[src/rtl/shift_add_mul_seq_pkg.sv]
// mul_pkg: shared FSM state type and parameter legality check for the sequential multiplier
package mul_pkg;
  typedef enum logic [1:0] {IDLE, RUN, DONE} state_t;
  function automatic bit bpc_ok(input int w, input int b);
    return b >= 1 && b <= w && (w % b) == 0;
  endfunction
endpackage

[src/rtl/shift_add_mul_seq_step.sv]
// shift_add_step: adds the shifted multiplicand for each set multiplier bit; the final sign bit carries negative weight
module shift_add_step #(
  parameter int W2 = 128,
  parameter int B  = 4
) (
  input  logic [W2-1:0] i_acc,
  input  logic [W2-1:0] i_mcand,
  input  logic [B-1:0]  i_slice,
  input  logic          i_last,
  output logic [W2-1:0] o_acc
);
  always_comb begin
    o_acc = i_acc;
    for (int j = 0; j < B; j++)
      if (i_slice[j]) o_acc = (i_last && j == B - 1) ? o_acc - (i_mcand << j) : o_acc + (i_mcand << j);
  end
endmodule

[src/rtl/shift_add_mul_seq.sv]
// shift_add_mul_seq: iterative signed shift-add multiplier with valid/ready in and out
module shift_add_mul_seq
  import mul_pkg::*;
#(
  parameter int WIDTH          = 64,
  parameter int BITS_PER_CYCLE = 4
) (
  input  logic               clk,
  input  logic               rst,
  input  logic               in_valid,
  output logic               in_ready,
  input  logic [WIDTH-1:0]   in_a,
  input  logic [WIDTH-1:0]   in_b,
  output logic               out_valid,
  input  logic               out_ready,
  output logic [2*WIDTH-1:0] out_result,
  output logic               busy
);
  localparam int STEPS = WIDTH / BITS_PER_CYCLE;
  localparam int CNT_W = $clog2(STEPS) + 1;
  localparam bit BPC_OK = bpc_ok(WIDTH, BITS_PER_CYCLE);
  if (!BPC_OK) begin : g_bpc_chk
    $error("BITS_PER_CYCLE must divide WIDTH");
  end
  state_t             r_state;
  logic [2*WIDTH-1:0] r_mcand, r_acc, r_result;
  logic [WIDTH-1:0]   r_mplr;
  logic [CNT_W-1:0]   r_cnt;
  logic [2*WIDTH-1:0] w_acc;
  logic               w_last;
  assign w_last     = r_cnt == CNT_W'(1);
  assign in_ready   = r_state == IDLE;
  assign out_valid  = r_state == DONE;
  assign busy       = r_state != IDLE;
  assign out_result = r_result;
  shift_add_step #(.W2(2*WIDTH), .B(BITS_PER_CYCLE)) u_step (
    .i_acc  (r_acc),
    .i_mcand(r_mcand),
    .i_slice(r_mplr[BITS_PER_CYCLE-1:0]),
    .i_last (w_last),
    .o_acc  (w_acc)
  );
  // r_result is separate from r_acc so the product survives the next accept's clear
  always_ff @(posedge clk)
    if (rst) begin
      r_state  <= IDLE;
      r_mcand  <= '0;
      r_mplr   <= '0;
      r_acc    <= '0;
      r_cnt    <= '0;
      r_result <= '0;
    end else
      case (r_state)
        IDLE: if (in_valid) begin
          r_state <= RUN;
          r_mcand <= {{WIDTH{in_a[WIDTH-1]}}, in_a};
          r_mplr  <= in_b;
          r_acc   <= '0;
          r_cnt   <= CNT_W'(STEPS);
        end
        RUN: begin
          r_acc   <= w_acc;
          r_mcand <= r_mcand << BITS_PER_CYCLE;
          r_mplr  <= r_mplr >> BITS_PER_CYCLE;
          r_cnt   <= r_cnt - CNT_W'(1);
          if (w_last) begin
            r_state  <= DONE;
            r_result <= w_acc;
          end
        end
        DONE: if (out_ready) r_state <= IDLE;
        default: r_state <= IDLE;
      endcase
endmodule

[config.mk]
export PLATFORM = sky130hd
export DESIGN_NAME = shift_add_mul_seq
export DESIGN_NICKNAME = d
export VERILOG_FILES = /design/src/rtl/shift_add_mul_seq_pkg.sv /design/src/rtl/shift_add_mul_seq_step.sv /design/src/rtl/shift_add_mul_seq.sv
export SDC_FILE = /design/constraint.sdc
export NUM_CORES = 2
export LEC_CHECK = 0
export ABC_AREA = 0
export ABC_CLOCK_PERIOD_IN_PS = 28900
export BUFFER_PORTS_ARGS = -buffer_cell sky130_fd_sc_hd__clkbuf_2
export CAP_MARGIN = 20
export CORE_MARGIN = 3
export CORE_UTILIZATION = 30
export DETAILED_ROUTE_END_ITERATION = 10
export GPL_TIMING_DRIVEN = 0
export PLACE_DENSITY = 0.52
export SKIP_LAST_GASP = 1
export SLEW_MARGIN = 15
export SYNTH_ARGS = -nofsm -noshare
export SYNTH_HDL_FRONTEND = slang
export SYNTH_SLANG_ARGS = --single-unit
[constraint.sdc]
create_clock -name clk -period 28.9 [get_ports clk]
set_input_delay 1.445 -clock clk [delete_from_list [all_inputs] [get_ports clk]]
set_output_delay 1.445 -clock clk [all_outputs]
set_load 0.1 [all_outputs]
# After elaboration in Yosys (flattened, before gate mapping)
# Cells that the tools add are included.
[totals] out_inout_bits=131 inputBits=132 wordCells=41 regBits=455
[classes] addsub=6 n_mux=17 eq_ne=6 reduce_logical=6
[op_table] operator="128-bit 2-to-1 mux" n=7
[op_table] operator="128-bit adder" n=4
[op_table] operator="128-bit one-hot mux with 2 select lines" n=2
[op_table] operator="64-bit one-hot mux with 2 select lines" n=1
[op_table] operator="128-bit subtractor" n=1
[op_table] operator="64-bit 2-to-1 mux" n=1
[op_table] operator="5-bit one-hot mux with 2 select lines" n=1
[op_table] operator="2-bit 2-to-1 mux" n=3
[op_table] operator="2-bit one-hot mux with 3 select lines" n=1
[op_table] operator="5-bit by 1-bit == test with 1-bit output (second input constant)" n=1
[op_table] operator="5-bit 2-to-1 mux" n=1
[op_table] operator="5-bit by 1-bit subtractor with 5-bit output (second input constant)" n=1
[op_table] operator="2-bit by 1-bit != test with 1-bit output (second input constant)" n=2
[op_table] operator="2-bit AND reduction" n=2
[op_table] operator="2-bit nonzero test" n=2
[op_table] operator="3-bit AND reduction" n=1
[op_table] operator="2-bit by 1-bit == test with 1-bit output (second input constant)" n=1
[op_table] operator="2-bit == test (second input constant)" n=1
[op_table] operator="2-bit zero test" n=1
[op_table] operator="2-bit != test (second input constant)" n=1

# Longest topological paths before layout
[logic_depth] word_depth=10 depth_mapped=60 ltp_nobuf=59

# Hierarchy
# Synthesis repeated with hierarchy kept, for this count alone.
[hier_totals] cells_unflattened=8512 area_unflattened_um2=59617.2
[modules_own_cells] mod="shift_add_step" area_per_inst_um2=41593.6 instances=1 seq_area_each_um2=0.0 cells_each=6414
[modules_own_cells] mod="shift_add_mul_seq" area_per_inst_um2=18023.5 instances=1 seq_area_each_um2=9108.7 cells_each=2098

# Worst setup path before layout
# OpenSTA, ideal clock, no wires.
[synth_path] path_kind="register -> register" start="register r_mcand[0]" end="register r_acc[125]" synth_period_minus_slack_ps=11549 t_arrival_ps=11433 stages_incl_launch_ff=55 slack_ps=17351 cell_sequence="dfxtp_1 -> ha_1 -> fa_1 -> a21o_1 -> a31oi_1 -> o31a_1 -> a211oi_2 -> a21oi_1 -> o21ai_0 -> a31oi_1 -> o41ai_1 -> a21oi_1 -> xnor2_1 -> mux2_2 -> ha_1 -> nand2_1 -> o21ai_0 -> a21oi_1 -> [... 19 more ...] -> xor2_1 -> a21oi_1 -> ha_1 -> clkbuf_1 -> a21o_1 -> or3_1 -> a31oi_1 -> o31ai_1 -> a21oi_1 -> o21ai_0 -> a221oi_1 -> nand2b_1 -> a21oi_1 -> o21ai_0 -> nand2b_1 -> xor2_1 -> a32o_1 -> a31o_2"
[synth_between] elab_chain_cells=10 word_cells_on_any_way=11
[synth_rtl] element="from (decl)" line="shift_add_mul_seq.sv:26" rtl="logic [2*WIDTH-1:0] r_mcand, r_acc, r_result;"
[synth_rtl] element="from (signal assigned)" line="shift_add_mul_seq.sv:56" rtl="r_mcand <= {{WIDTH{in_a[WIDTH-1]}}, in_a};"
[synth_rtl] element="from (signal assigned)" line="shift_add_mul_seq.sv:63" rtl="r_mcand <= r_mcand << BITS_PER_CYCLE;"
[synth_rtl] element="128-bit adder" line="shift_add_mul_seq_step.sv:15" rtl="if (i_slice[j]) o_acc = (i_last && j == B - 1) ? o_acc - (i_mcand << j) : o_acc + (i_mcand << j);"
[synth_rtl] element="128-bit 2-to-1 mux" line="shift_add_mul_seq_step.sv:15"
[synth_rtl] element="128-bit adder" line="shift_add_mul_seq_step.sv:15"
[synth_rtl] element="128-bit 2-to-1 mux" line="shift_add_mul_seq_step.sv:15"
[synth_rtl] element="128-bit adder" line="shift_add_mul_seq_step.sv:15"
[synth_rtl] element="128-bit 2-to-1 mux" line="shift_add_mul_seq_step.sv:15"
[synth_rtl] element="128-bit adder / 128-bit subtractor (equally long branches)" line="shift_add_mul_seq_step.sv:15"
[synth_rtl] element="128-bit 2-to-1 mux" line="shift_add_mul_seq_step.sv:15"
[synth_rtl] element="128-bit 2-to-1 mux (*)" line="shift_add_mul_seq_step.sv:15"
[synth_rtl] element="128-bit one-hot mux with 2 select lines (*)" line="shift_add_mul_seq.sv:53" rtl="case (r_state)"
[synth_rtl] element="to (signal assigned)" line="shift_add_mul_seq.sv:62" rtl="r_acc <= w_acc;"
[synth_rtl] element="to (decl)" line="shift_add_mul_seq.sv:26"
# Every way passes the cells marked *; elsewhere a longest branch is shown, timed or not.
# A chain may end at the register's enable or synchronous reset.

# Final worst setup path
[layout_path] start="register r_mcand[1]" end="register r_acc[125]"
# The elaborated chain is that of the path after synthesis.

==> load_flow_metrics.sql <==
INSERT INTO impl_metrics (metric_group, metric, value, unit) VALUES
('status', 'status', 'completed', ''),
('route', 'postRouteWirelength', '366000', 'um'),
('die', 'row_count', '159', ''),
('synthesis', 'ys_ff_latch', '455', ''),
('synthesis', 'compound_cell_area_share_of_the_yosys_netlist', '30.6', '%'),
('clock_tree', 'clock_sinks', '455', ''),
('sta', 'timing.final.crit_share', '66.9', '%'),
('setup_path', 'worstPathMaxFanout', '10', ''),
('route', 'detail_route.iter0.violations', '8277', ''),
('clock_tree', 'cts_setup_buffers', '0', ''),
('clock_tree', 'cts_hold_repair.buffers', '0', ''),
('clock_tree', 'clk_latency', '760', 'ps'),
('synthesis', 'netlist_top_cells_area', 'sky130_fd_sc_hd__dfxtp_1 16%, sky130_fd_sc_hd__ha_1 11%, sky130_fd_sc_hd__a21oi_1 9.4%', ''),
('global_routing', 'grt_util_all_layers', '35.6', '%'),
('power', 'vdd_ir_drop_max', '0.0000451', 'V'),
('synthesis', 'synth_edf_count', '0', ''),
('placed_design', 'post-dp-hpwl', '304000', 'um'),
('setup_path', 'worstSetupStartpointType', 'flop', ''),
('power', 'pwr-share-seq', '19.8', '%'),
('cells_and_area', 'final.fill_count', '20700', ''),
('route', 'detail-route-antenna-nets', '0', ''),
('die', 'die_y', '443', 'um'),
('sta', 'rsz0062_at_grt', 'no', ''),
('sta', 'relSlewSlack', '6.53', '%'),
('die', 'die_w', '443', 'um'),
('sta', 'worst_slew_pin_slew', '1390', 'ps'),
('cells_and_area', 'drive_gt1_share', '9.43', '%'),
('synthesis', 'syn-cell-area', '57200', 'um2'),
('synthesis', 'yosys_most_used_dff', 'sky130_fd_sc_hd__dfxtp_1', ''),
('sta', 'slew_viol_final', '0', ''),
('synthesis', 'synthAdderAreaFrac', '11.2', '%'),
('global_routing', 'maximum_number_of_pins_on_one_net_before_global_route_repair', '13', ''),
('synthesis', 'synth-xor-area-share', '9.25', '%'),
('setup_path', 'max_stage_delay', '1120', 'ps'),
('power', 'pwr_density_cell', '60.2', 'nW/um2'),
('power', 'cellLeakagePower', '27.6', 'nW'),
('worst_hold_path', 'type_of_the_tightest_min_delay_check', 'reg -> reg', ''),
('setup_path', 'cp_common_cell', 'sky130_fd_sc_hd__o21ai_0', ''),
('setup_path', 'critical_path_required', '29550', 'ps'),
('synthesis', 'synth_largest_type_area_fraction', '15.9', '%'),
('synthesis', 'synthesis.yosys.warnings', '0', ''),
('setup_path', 'timing_worst_setup_path_type', 'reg -> reg', ''),
('sta', 'final_skew', '61.8', 'ps'),
('sta', 'timing.final.crit_period', '19340', 'ps'),
('setup_path', 'worstSetupEndpointType', 'flop', ''),
('synthesis', 'synthMuxAreaShare', '4.78', '%'),
('route', 'pre_antenna_drt_iters', '6', ''),
('sta', 'finalSetupViolCount', '0', ''),
('power', 'intPower', '1.86', 'mW'),
('clock_tree', 'cts.reportedPaths.clkPinSlew', '60', 'ps'),
('cells_and_area', 'seq_area', '9110', 'um2'),
('setup_path', 'slowest_stage', 'sky130_fd_sc_hd__nor4_1', ''),
('clock_tree', 'cts_resized', '0', ''),
('cells_and_area', 'nNetsFinal', '9390', ''),
('die', 'pin_count', '263', ''),
('synthesis', 'syn_avg_cell_area', '6.85', 'um2'),
('placed_design', 'portBuffers', '261', ''),
('clock_tree', 'cts_max_path_buffers', '3', ''),
('placed_design', 'weighted_congestion_reported_at_the_end_of_routability_driven_placement', '1.06', ''),
('power', 'power.clock.fraction', '21.7', '%'),
('cells_and_area', 'multi_input_comb_area', '45400', 'um2'),
('power', 'power_switching_share', '52.6', '%'),
('synthesis', 'synthCells', '8351', ''),
('cells_and_area', 'layout.core_utilization', '34.6', '%'),
('synthesis', 'asyncSetResetFlopFracSynth', '0', '%'),
('die', 'fp.dieArea', '196000', 'um2'),
('clock_tree', 'clk_root_buffer_cell', 'sky130_fd_sc_hd__clkbuf_16', ''),
('synthesis', 'ys_types', '103', ''),
('global_routing', 'grt_overflow', '0', ''),
('global_routing', 'grt_antenna_before_repair', '36', ''),
('clock_tree', 'h-tree-depth', '3', '');
[kinds of logic (layout without fill, tap and decap cells)]
kind of cell | after synthesis | after routing
AOI/OAI and AO/OA | 2861 | 2861
xor gates and xnor gates | 602 | 602
adders and majority gates | 509 | 509
buffers and inverters | 737 | 1188
DFF | 455 | 455
muxes | 249 | 249
other | 0 | 24
and+or+nand+nor | 2938 | 2938
[placed cells by master, fill, tap and decap left out, types with 28 or more instances in the layout]
| master | count |
|---|---|
| sky130_fd_sc_hd__nor2_1 | 1137 |
| sky130_fd_sc_hd__a21oi_1 | 1073 |
| sky130_fd_sc_hd__nand2_1 | 791 |
| sky130_fd_sc_hd__o21ai_0 | 614 |
| sky130_fd_sc_hd__ha_1 | 505 |
| sky130_fd_sc_hd__dfxtp_1 | 455 |
| sky130_fd_sc_hd__clkbuf_1 | 414 |
| sky130_fd_sc_hd__clkbuf_2 | 347 |
| sky130_fd_sc_hd__xnor2_1 | 345 |
| sky130_fd_sc_hd__a21o_1 | 290 |
| sky130_fd_sc_hd__xor2_1 | 256 |
| sky130_fd_sc_hd__nand4_1 | 236 |
| sky130_fd_sc_hd__nor3_1 | 228 |
| sky130_fd_sc_hd__inv_1 | 195 |
| sky130_fd_sc_hd__mux2_2 | 194 |
| sky130_fd_sc_hd__nor2b_1 | 165 |
| sky130_fd_sc_hd__o21bai_1 | 144 |
| sky130_fd_sc_hd__a211oi_1 | 126 |
| sky130_fd_sc_hd__a22oi_1 | 110 |
| sky130_fd_sc_hd__o31ai_1 | 80 |
| sky130_fd_sc_hd__o21a_1 | 68 |
| sky130_fd_sc_hd__nand3_1 | 66 |
| sky130_fd_sc_hd__clkbuf_16 | 66 |
| sky130_fd_sc_hd__a31oi_1 | 60 |
| sky130_fd_sc_hd__nand2b_1 | 56 |
| sky130_fd_sc_hd__mux2i_1 | 53 |
| sky130_fd_sc_hd__nor4_1 | 47 |
| sky130_fd_sc_hd__or3_1 | 42 |
| sky130_fd_sc_hd__a21boi_0 | 36 |
| sky130_fd_sc_hd__buf_2 | 33 |
| sky130_fd_sc_hd__o211ai_1 | 31 |
| sky130_fd_sc_hd__and2_1 | 30 |
| sky130_fd_sc_hd__buf_1 | 29 |
| sky130_fd_sc_hd__or2_2 | 28 |
[final cells by class]
| class | count | area share (%) |
|---|---|---|
| diodes | 24 | 0.0921 |
| clock buffers | 91 | 2.81 |
| flip-flops and latches | 455 | 14.0 |
| multi-input cells | 7159 | 69.5 |
| repair buffers | 330 | 3.82 |
| inverters | 196 | 1.13 |
| clock inverters | 30 | 0.514 |
| plain buffers | 541 | 3.34 |
| well taps | 2495 | 4.79 |
[critical path: cells and delay by family (launching register included)]
kind / cells / cell delay, ps
AOI/OAI and AO/OA: 26 / 9690
and+or+nand+nor: 14 / 5270
adders and majority gates: 4 / 1410
xor gates and xnor gates: 4 / 1000
buffers and inverters: 3 / 820
DFF: 1 / 670
muxes: 1 / 330
[power groups by stage]
| stage | clock network, mW | registers [mW] | logic, mW |
|---|---|---|---|
| after floorplan | 0 | 0.781 | 1.37 |
| after global placement | 0 | 0.786 | 2.18 |
| after detailed placement | 0 | 0.788 | 2.21 |
| after CTS | 0.865 | 0.775 | 2.23 |
| after global routing | 0.885 | 0.780 | 2.43 |
| final | 0.851 | 0.778 | 2.30 |
[per-stage QoR]
step	worst slack [ps]	cells	cell area, um2	hold slack (ps)
after floorplan	17350	8351	57200	435
after global placement	8520	11100	61600	449
after detailed placement	10390	11200	62900	454
after CTS	10330	11300	65100	462
after global routing	9130	11300	65200	488
final	9560	11300	65200	459
[cells in the mapped netlist (all sizes together) (43+ instances only)]
cell	count
a211oi	128
a21o	290
a21oi	1074
a22oi	110
a31oi	60
buf	58
clkbuf	483
dfxtp	455
ha	505
inv	195
mux2	194
mux2i	55
nand2	792
nand2b	56
nand3	67
nand4	236
nor2	1142
nor2b	165
nor3	231
nor4	53
o21a	68
o21ai	632
o21bai	144
o31ai	82
or3	43
xnor2	345
xor2	256
[layer usage]
layer	part of all wire [%]	track usage [%]
met5	0.044	0
met1	41	44.9
met4	7.5	23.5
met2	43	55.1
met3	7.8	6.81
[registers in the layout, summed over array words and instances (netlist names)]
name and flops:
r_acc 128, r_state 2, r_mcand 128, out_result 128, r_cnt 5, r_mplr 64
[path summary, 6_finish.rpt]
| path | startpoint | to | slack [ps] | cells after the start |
|---|---|---|---|---|
| min reg2reg | out_result[1]$_SDFFE_PP0P_ | out_result[1]$_SDFFE_PP0P_ | 460 | 2 |
| max reg2reg | r_mcand[1]$_SDFFE_PP0P_ | r_acc[125]$_SDFFE_PP0P_ | 9560 | 52 |
| min | out_result[1]$_SDFFE_PP0P_ | out_result[1]$_SDFFE_PP0P_ | 460 | 2 |
| max | r_mcand[1]$_SDFFE_PP0P_ | r_acc[125]$_SDFFE_PP0P_ | 9560 | 52 |
(Power assumes the default switching activity.)
